## src/rtl/afe_pkg.sv

```systemverilog
// Shared definitions for the AFE hit TDC: result-word layout, FSM states,
// parameter defaults and the word packing helper.
package afe_pkg;

    localparam int CNT_WIDTH_DEF  = 12;
    localparam int FIFO_DEPTH_DEF = 4;

    localparam int WORD_W  = 16;
    localparam int HIT_BIT = 15;
    localparam int SAT_BIT = 14;
    localparam int LAT_W   = 12;

    typedef enum logic [1:0] {
        ST_IDLE     = 2'd0,
        ST_COUNT    = 2'd1,
        ST_WAIT_LOW = 2'd2
    } afe_state_e;

    function automatic logic [WORD_W-1:0] pack_word(input logic hit,
                                                    input logic sat,
                                                    input logic [LAT_W-1:0] lat);
        logic [WORD_W-1:0] w;
        w            = '0;
        w[HIT_BIT]   = hit;
        w[SAT_BIT]   = sat;
        w[LAT_W-1:0] = lat;
        return w;
    endfunction

endpackage

```

## src/rtl/afe_hit_tdc_if.sv

```systemverilog
// Result read port of the hit TDC: first-word-fall-through head plus status.
interface afe_hit_tdc_if;
    import afe_pkg::*;

    logic              RD_EN;
    logic [WORD_W-1:0] DATA;
    logic              EMPTY;
    logic              FULL;

    modport master (output RD_EN, input DATA, EMPTY, FULL);
    modport slave  (input RD_EN, output DATA, EMPTY, FULL);

endinterface

```

## src/rtl/afe_sync_fifo.sv

```systemverilog
// Single-clock first-word-fall-through FIFO; a push into a full FIFO without
// a simultaneous pop is dropped and reported on drop_o.
module afe_sync_fifo #(
    parameter int WIDTH = 16,
    parameter int DEPTH = 4
) (
    input  logic             clk_i,
    input  logic             rst_n_i,
    input  logic             push_i,
    input  logic [WIDTH-1:0] push_data_i,
    input  logic             pop_i,
    output logic [WIDTH-1:0] data_o,
    output logic             empty_o,
    output logic             full_o,
    output logic             drop_o
);

    localparam int AW = (DEPTH > 1) ? $clog2(DEPTH) : 1;

    logic [WIDTH-1:0] mem_q [DEPTH];
    logic [AW-1:0]    wr_ptr_q, rd_ptr_q;
    logic [AW:0]      count_q, count_d;
    logic             push_ok_s, pop_ok_s;

    assign empty_o   = (count_q == '0);
    assign full_o    = (count_q == (AW+1)'(DEPTH));
    assign pop_ok_s  = pop_i & ~empty_o;
    assign push_ok_s = push_i & (~full_o | pop_ok_s);
    assign drop_o    = push_i & full_o & ~pop_i;
    assign data_o    = mem_q[rd_ptr_q];

    // Occupancy next state from the accepted push/pop pair
    always_comb begin
        count_d = count_q;
        case ({push_ok_s, pop_ok_s})
            2'b10:   count_d = count_q + (AW+1)'(1);
            2'b01:   count_d = count_q - (AW+1)'(1);
            default: count_d = count_q;
        endcase
    end

    // Storage, pointers (natural power-of-two wrap) and occupancy
    always_ff @(posedge clk_i) begin
        if (!rst_n_i) begin
            for (int i = 0; i < DEPTH; i++) begin
                mem_q[i] <= '0;
            end
            wr_ptr_q <= '0;
            rd_ptr_q <= '0;
            count_q  <= '0;
        end else begin
            if (push_ok_s) begin
                mem_q[wr_ptr_q] <= push_data_i;
                wr_ptr_q        <= wr_ptr_q + AW'(1);
            end
            if (pop_ok_s) begin
                rd_ptr_q <= rd_ptr_q + AW'(1);
            end
            count_q <= count_d;
        end
    end

endmodule

```

## src/rtl/afe_hit_tdc.sv

```systemverilog
// Measures injection-to-hit latency from asynchronous AFE strobes and queues
// one result word per injection, with a saturating hit counter.
module afe_hit_tdc
    import afe_pkg::*;
#(
    parameter int CNT_WIDTH  = CNT_WIDTH_DEF,
    parameter int FIFO_DEPTH = FIFO_DEPTH_DEF
) (
    input  logic         CLK,
    input  logic         RST_B,
    input  logic         INJ,
    input  logic         HIT,
    input  logic         CLEAR,
    afe_hit_tdc_if.slave rd_bus,
    output logic         LOST,
    output logic [15:0]  HIT_CNT
);

    localparam logic [CNT_WIDTH-1:0] CNT_MAX = '1;

    logic [2:0]           inj_sync_q, hit_sync_q;
    logic [1:0]           sync_vld_q;
    logic                 inj_armed_q, inj_armed_d;
    afe_state_e           state_q, state_d;
    logic [CNT_WIDTH-1:0] cnt_q, cnt_d, cnt_inc_s;
    logic                 sat_q, sat_d, sat_inc_s, hit_q, hit_d;
    logic                 lost_q, lost_d;
    logic [15:0]          hit_cnt_q, hit_cnt_d;
    logic                 inj_rise_s, inj_fall_s, hit_rise_s;
    logic                 push_s, hit_push_s, drop_s;
    logic [WORD_W-1:0]    push_word_s;

    // Bit [1] is the synchronized level, bit [2] its previous value. An INJ
    // already high out of reset is not armed until it has been seen low.
    assign inj_rise_s  = inj_sync_q[1] & ~inj_sync_q[2] & inj_armed_q;
    assign inj_fall_s  = ~inj_sync_q[1] & inj_sync_q[2];
    assign hit_rise_s  = hit_sync_q[1] & ~hit_sync_q[2];
    assign inj_armed_d = inj_armed_q | (sync_vld_q[1] & ~inj_sync_q[1]);

    assign cnt_inc_s  = (cnt_q == CNT_MAX) ? cnt_q : cnt_q + CNT_WIDTH'(1);
    assign sat_inc_s  = sat_q | (cnt_q == CNT_MAX);
    assign hit_push_s = push_s & push_word_s[HIT_BIT];

    // Measurement FSM: next state, counter/flags and the result push
    always_comb begin
        state_d     = state_q;
        cnt_d       = cnt_q;
        sat_d       = sat_q;
        hit_d       = hit_q;
        push_s      = 1'b0;
        push_word_s = '0;
        case (state_q)
            ST_IDLE: begin
                if (inj_rise_s) begin
                    cnt_d   = '0;
                    sat_d   = 1'b0;
                    hit_d   = hit_rise_s;
                    state_d = hit_rise_s ? ST_WAIT_LOW : ST_COUNT;
                end else begin
                    state_d = ST_IDLE;
                end
            end
            ST_COUNT: begin
                cnt_d = cnt_inc_s;
                sat_d = sat_inc_s;
                if (inj_fall_s) begin
                    push_s      = 1'b1;
                    push_word_s = pack_word(1'b0, sat_inc_s, LAT_W'(cnt_inc_s));
                    state_d     = ST_IDLE;
                end else if (hit_rise_s) begin
                    hit_d   = 1'b1;
                    state_d = ST_WAIT_LOW;
                end else begin
                    state_d = ST_COUNT;
                end
            end
            ST_WAIT_LOW: begin
                if (inj_fall_s) begin
                    push_s      = 1'b1;
                    push_word_s = pack_word(1'b1, sat_q, LAT_W'(cnt_q));
                    state_d     = ST_IDLE;
                end else begin
                    state_d = ST_WAIT_LOW;
                end
            end
            default: state_d = ST_IDLE;
        endcase
    end

    // Hit counter and sticky loss flag; CLEAR still counts a coincident hit
    always_comb begin
        hit_cnt_d = hit_cnt_q;
        lost_d    = lost_q;
        if (CLEAR) begin
            hit_cnt_d = {15'd0, hit_push_s};
            lost_d    = drop_s;
        end else begin
            if (hit_push_s && (hit_cnt_q != 16'hFFFF)) begin
                hit_cnt_d = hit_cnt_q + 16'd1;
            end else begin
                hit_cnt_d = hit_cnt_q;
            end
            lost_d = lost_q | drop_s;
        end
    end

    // Synchronizers and all state registers
    always_ff @(posedge CLK) begin
        if (!RST_B) begin
            inj_sync_q  <= 3'b000;
            hit_sync_q  <= 3'b000;
            sync_vld_q  <= 2'b00;
            inj_armed_q <= 1'b0;
            state_q     <= ST_IDLE;
            cnt_q       <= '0;
            sat_q       <= 1'b0;
            hit_q       <= 1'b0;
            lost_q      <= 1'b0;
            hit_cnt_q   <= 16'd0;
        end else begin
            inj_sync_q  <= {inj_sync_q[1:0], INJ};
            hit_sync_q  <= {hit_sync_q[1:0], HIT};
            sync_vld_q  <= {sync_vld_q[0], 1'b1};
            inj_armed_q <= inj_armed_d;
            state_q     <= state_d;
            cnt_q       <= cnt_d;
            sat_q       <= sat_d;
            hit_q       <= hit_d;
            lost_q      <= lost_d;
            hit_cnt_q   <= hit_cnt_d;
        end
    end

    afe_sync_fifo #(
        .WIDTH (WORD_W),
        .DEPTH (FIFO_DEPTH)
    ) u_fifo (
        .clk_i       (CLK),
        .rst_n_i     (RST_B),
        .push_i      (push_s),
        .push_data_i (push_word_s),
        .pop_i       (rd_bus.RD_EN),
        .data_o      (rd_bus.DATA),
        .empty_o     (rd_bus.EMPTY),
        .full_o      (rd_bus.FULL),
        .drop_o      (drop_s)
    );

    assign LOST    = lost_q;
    assign HIT_CNT = hit_cnt_q;

endmodule

```

## src/flat_wrapper.sv

```systemverilog
// flat-port wrapper written by rule: the top's interface ports become plain ports
module afe_hit_tdc_flat import afe_pkg::*;
#(
    parameter int CNT_WIDTH  = CNT_WIDTH_DEF,
    parameter int FIFO_DEPTH = FIFO_DEPTH_DEF
)
  (CLK, RST_B, INJ, HIT, CLEAR, LOST, HIT_CNT, rd_bus_RD_EN, rd_bus_DATA, rd_bus_EMPTY, rd_bus_FULL);
  afe_hit_tdc_if rd_bus_i ();
  input  logic CLK;
  input  logic RST_B;
  input  logic INJ;
  input  logic HIT;
  input  logic CLEAR;
  output logic LOST;
  output logic [15:0] HIT_CNT;
  input wire logic [$bits(rd_bus_i.RD_EN)-1:0] rd_bus_RD_EN;
  output wire logic [$bits(rd_bus_i.DATA)-1:0] rd_bus_DATA;
  output wire logic [$bits(rd_bus_i.EMPTY)-1:0] rd_bus_EMPTY;
  output wire logic [$bits(rd_bus_i.FULL)-1:0] rd_bus_FULL;
  assign rd_bus_i.RD_EN = rd_bus_RD_EN;
  assign rd_bus_DATA = rd_bus_i.DATA;
  assign rd_bus_EMPTY = rd_bus_i.EMPTY;
  assign rd_bus_FULL = rd_bus_i.FULL;
  afe_hit_tdc #(.CNT_WIDTH(CNT_WIDTH), .FIFO_DEPTH(FIFO_DEPTH)) u_core (.CLK(CLK), .RST_B(RST_B), .INJ(INJ), .HIT(HIT), .CLEAR(CLEAR), .rd_bus(rd_bus_i), .LOST(LOST), .HIT_CNT(HIT_CNT));
endmodule
```

## config.mk

```make
export PLATFORM = sky130hd
export DESIGN_NAME = afe_hit_tdc_flat
export DESIGN_NICKNAME = d
export VERILOG_FILES = /design/src/rtl/afe_pkg.sv /design/src/rtl/afe_hit_tdc_if.sv /design/src/rtl/afe_sync_fifo.sv /design/src/rtl/afe_hit_tdc.sv /design/src/flat_wrapper.sv
export SDC_FILE = /design/constraint.sdc
export NUM_CORES = 1
export LEC_CHECK = 0
export ABC_AREA = 1
export CAP_MARGIN = 30
export CORE_MARGIN = 2
export CORE_UTILIZATION = 44
export DETAILED_ROUTE_END_ITERATION = 6
export GPL_ROUTABILITY_DRIVEN = 0
export HOLD_SLACK_MARGIN = 0.12
export PLACE_DENSITY = 0.62
export REMOVE_ABC_BUFFERS = 1
export SYNTH_ARGS = -nofsm -noshare
export SYNTH_HDL_FRONTEND = slang
export SYNTH_SLANG_ARGS = --single-unit
```

## constraint.sdc

```tcl
create_clock -name CLK -period 2.8 [get_ports CLK]
set_input_delay 0.56 -clock CLK [delete_from_list [all_inputs] [get_ports CLK]]
set_output_delay 0.56 -clock CLK [all_outputs]
set_load 0.1 [all_outputs]
```

Word-level counts from Yosys, hierarchy flattened:

Memories as Yosys holds them, arrays and structs flattened. A register that Yosys moved wholly into a read port is not among the register bits.
Index checks and enable logic that the tools add are counted.

* flip-flop bits (word level): 48
* bits in writable memories: 64
* bits of input ports: 6
* output and inout bits: 35
* logic and storage cells: 89
* memories: 1

Memories
* u_core.u_fifo.mem_q: words 4, width 16, rd ports 1, clocked after memory_dff 1, write ports 4, line afe_sync_fifo.sv:20 `logic [WIDTH-1:0] mem_q [DEPTH];`

* add/subtract/negate cells: 6
* eq/ne operators: 8
* mux-type cells: 29
* bitwise logic cells: 21
* reduce and logical (&&, ||, !) cells: 10

Operator list (number)
* 2-to-1 mux 16 bit: 2
* one-hot mux 16 bit (2 select lines): 1
* 2-to-1 mux 12 bit: 2
* one-hot mux 12 bit (2 select lines): 1
* adder 16 x 1 -> 16 bit (second input constant): 1
* inequality test 16 bit (second input constant): 1
* OR reduction 16 bit: 1
* 2-to-1 mux 15 bit: 1
* 2-to-1 mux 2 bit: 7
* adder 12 x 1 -> 12 bit (second input constant): 1
* == test 12 bit (second input constant): 1
* 2-to-1 mux 1 bit: 12
* bitwise AND 1 bit: 10
* inverter 1 bit: 7
* one-hot mux 2 bit (3 select lines): 1
* one-hot mux 3 bit (2 select lines): 1
* nonzero test 2 bit: 3
* adder 2 x 1 -> 2 bit (second input constant): 2
* == test 2 x 1 -> 1 bit (second input constant): 2
* == test 2 bit (second input constant): 2
* OR 1 bit: 4
* OR reduction 2 bit: 2
* adder 3 x 1 -> 3 bit (second input constant): 1
* == test 3 bit (second input constant): 1
* 7 further kinds: 7

Logic depth before layout (Yosys ltp):

* depth in word-level cells: 10
* depth in mapped cells: 12
* depth with buffers taken out: 12

Hierarchy:

Synthesis repeated with hierarchy kept, for this count alone.

* cells, all modules: 691
* area total of the unflattened synthesis: 5740.5 um^2

Modules (own cells, without submodules)
* afe_sync_fifo: instances 1, cells each 323, area an instance 3373.2 um^2, sequential area each 2102.0 um^2
* afe_hit_tdc: instances 1, cells each 368, area an instance 2367.3 um^2, sequential area each 820.8 um^2

Worst setup path after synthesis:

No wires, ideal clock.

* kind: register to register
* start point: register u_core.u_fifo.count_q[2]
* end point: memory u_core.u_fifo.mem_q[3][0], enable pin
* library setup time: 0.403 ns
* arrival time: 4.210 ns
* required time: 2.397 ns
* path slack: -1.813 ns
* stages on the path, launching flop included: 9
* period minus slack after synthesis: 4.613 ns
* cells stage by stage: dfxtp_1 -> inv_1 -> nor3_1 -> nand2_1 -> nand2_2 -> nor2_4 -> inv_2 -> nor2_2 -> nor3_1

RTL lines
* start: declaration: line afe_sync_fifo.sv:22 `logic [AW:0] count_q, count_d;`
* start signal: assignment: line afe_sync_fifo.sv:59 `count_q <= count_d;`
* end: declaration: line afe_sync_fifo.sv:20

==> key figures <==
Yosys
  – Area contributors post-synth: edfxtp_1, dfxtp_1, nand2_1
  – Compound-Gate Fraction of Synth Area: 14.0%
  – Adder-cell share of the synthesized area: 2.10%
  – Post-synth top area cell: edfxtp_1
  – XOR/XNOR Fraction of Synth Area: 1.71%
  – Netlist Area Pre-Place: 5110 sq um
  – Mapped Avg Cell Area: 8.29 sq um
  – Yosys reg bits: 106
  – Syn. warnings: 0
  – Yosys top cell area share: 32.9%
  – Seq/Total Area, Yosys: 52.5%
  – Post-synthesis mux area share: 0%
  – Cells after Synth: 617
  – Synth cell types: 38
  – Combinational family with the most area after synthesis: simple AND/OR/NAND/NOR gates
  – Simple-Gate Fraction of Synth Area: 22.0%

STA
  – Final Hold Vio Count: 0
  – Fmax: 387 MHz
  – Fin. max-slew vios: 0
  – Final Hold Slack: 0.417 ns
  – Skew final: 0.0144 ns
  – Fin crit share: 92.4%
  – Tmin final: 2.59 ns
  – Rel. slew slack: 60.9%
  – Setup TNS Final: 0 ns
  – Measured slew at the worst slew-check pin: 0.587 ns
  – Finish-stage setup viols: 0
  – Unrepaired setup endpoints after global routing: no

CTS
  – Clock tree buffer depth: 2
  – Clock Latency Late Sink: 0.35 ns
  – TritonCTS buffer count: 9
  – Htree depth: 3
  – Post-CTS Resized: 0
  – CTS Hold Bufs: 0
  – Root Buffer: clkbuf_16
  – Clock-pin slew on the worst setup and hold paths: 0.07 ns
  – CTS tree: yes
  – Clk sinks: 106
  – Post-CTS setup buffer count: 0

GRT
  – Vias in the first global route: 4028
  – Initial antenna violation count: 0
  – GRT Total Usage: 19.0%
  – Global-route wire length before repair: 19100 um
  – Grt ovf: 0
  – Largest net degree at the start of global routing: 33

Setup path
  – Buf/Inv on CP: 3
  – Setup crit end kind: output pin
  – Worst R2R Setup Slack: 0.63 ns
  – Largest delay contributor family on the critical path: buffers and inverters
  – Crit start category: register
  – Crit Path Class: register to output pin
  – Arr. time, crit path: 2.03 ns
  – Max Fanout on Critical Path: 17
  – CP Data Required Time: 2.24 ns
  – CP max-delay cell: clkinv_1
  – CP Cell Sequence: clkinv_1, buf_4, o21ai_0, o22ai_1, buf_12
  – Crit path largest cell delay: 0.41 ns

Die
  – Initial Util: 45.0%
  – Full die area: 12500 sq um
  – Core Footprint: 11400 sq um
  – Die width: 112 um
  – Site Rows: 39
  – Io pins: 41
  – Die height: 112 um

Drt
  – Initial DRC count: 249
  – Routed Wire Length: 11300 um
  – Detailed-routing wirelength on met1: 5310 um
  – Routed wl met3: 421 um
  – Vias: 4152
  – TritonRoute pass-1 iters: 5
  – Remaining DRCs: 0
  – DR top layer: met4
  – Final antenna-violating net count: 0
  – Metal2 WL: 5470 um
  – Number of vias per cell: 5.15
  – Routed WL per cell: 14.0 um

Power
  – LEAKAGE: 2.46 nW
  – Pwr Density: 524 nW/um^2
  – VDD IR max: 307 uV

Final layout
  – Commonest non-fill, non-tap cells in the layout: nand2_1, nor2_1, inv_1, a21oi_1, edfxtp_1
  – Fin nets: 672
  – Cell area after layout: 6060 sq um
  – Final core occ: 53.3%
  – Fillers: 1060
  – Most common cell after layout, fill and taps aside: nand2_1
  – N_diodes: 0
  – Area Overhead vs Synth: 18.6%
  – Layout cells sized above 1: 14.0%

Flow run
  – Max Cap Violations: 0

Placed design
  – Post-DP Area: 5760 sq um
  – Hpwl dp: 7860 um
  – Input/output buffers: 38

Run status
  – Status: completed

Worst hold path
  – Min-delay worst type: register to register
[report_power, final]
part           leakage [nW]  switching, mW  internal, mW
clock                 0.151          0.590         0.710
combinational          1.33          0.137        0.0587
sequential            0.983         0.0162          1.67
total                  2.46          0.744          2.44
[final timing paths]
check	start	to	cells after the start
worst max register to register	u_core.state_q[0]$_SDFF_PN0_	u_core.u_fifo.mem_q[0][14]$_SDFFCE_PN0P_	11
worst min-delay path	u_core.inj_sync_q[0]$_SDFF_PN0_	u_core.inj_sync_q[1]$_SDFF_PN0_	2
worst max-delay path	register	rd_bus_DATA[10]	5
worst min register to register	u_core.inj_sync_q[0]$_SDFF_PN0_	u_core.inj_sync_q[1]$_SDFF_PN0_	2
[cell families after synthesis]
group | count (synthesis)
xor gates and xnor gates | 10
DFF | 106
adders and majority gates | 8
AOI/OAI and AO/OA | 136
and+or+nand+nor | 262
buffers and inverters | 94
other | 1
[layout make-up]
type / instances / area [sq um] / share of cell area [%]
clock inverter: 7 / 82.6 / 1.36
inverter: 71 / 267 / 4.39
timing repair buffer: 52 / 578 / 9.53
tap: 143 / 179 / 2.95
clock buffer: 9 / 225 / 3.71
multi-input combinational: 418 / 2050 / 33.8
sequential: 106 / 2680 / 44.2
[per-stage QoR]
| stage | std cells | setup slack [ns] | power (mW) |
|---|---|---|---|
| 6_report | 806 | 0.213 | 3.18 |
| 2_1_floorplan | 595 | -1.81 | 1.84 |
| 4_1_cts | 806 | 0.200 | 3.21 |
| 3_5_place_dp | 790 | 0.267 | 1.92 |
| 3_3_place_gp | 790 | 0.290 | 1.91 |
| 5_1_grt | 806 | 0.0729 | 3.28 |
[routing by layer]
metal	up-vias	global-route usage [%]
met3	9	3.38
li1	2118	-
met4	0	4.36
met1	1939	25.7
met5	-	0
met2	86	31.9
[cells in the mapped netlist, drive strengths merged]
cell type	instances
nand2	133
nor2	88
inv	70
a21oi	62
o21ai	57
edfxtp	56
dfxtp	50
nand3	25
o22ai	14
clkbuf	12
buf	11
nor3	8
ha	7
xor2	6
nand4	5
xnor2	4
a31o	1
and2	1
clkinv	1
conb	1
fa	1
nand3b	1
nor4	1
o211ai	1
o31ai	1
[worst min-delay path, stage by stage, from the launching register on]
cell     delay (ns)
dfxtp_1        0.31
nand2_1        0.04
inv_1          0.04
[state kept, by name (all words and copies together) (netlist names), 2 cells and up, named ones only]
register,cells
u_core.inj_sync_q,3
u_core.sync_vld_q,2
u_core.HIT_CNT,16
u_core.cnt_q,12
u_core.u_fifo.rd_ptr_q,2
u_core.u_fifo.wr_ptr_q,2
u_core.hit_sync_q,3
u_core.state_q,2
u_core.u_fifo.count_q,3
u_core.u_fifo.mem_q,56
Note: power is estimated with default switching activity, not from simulation.
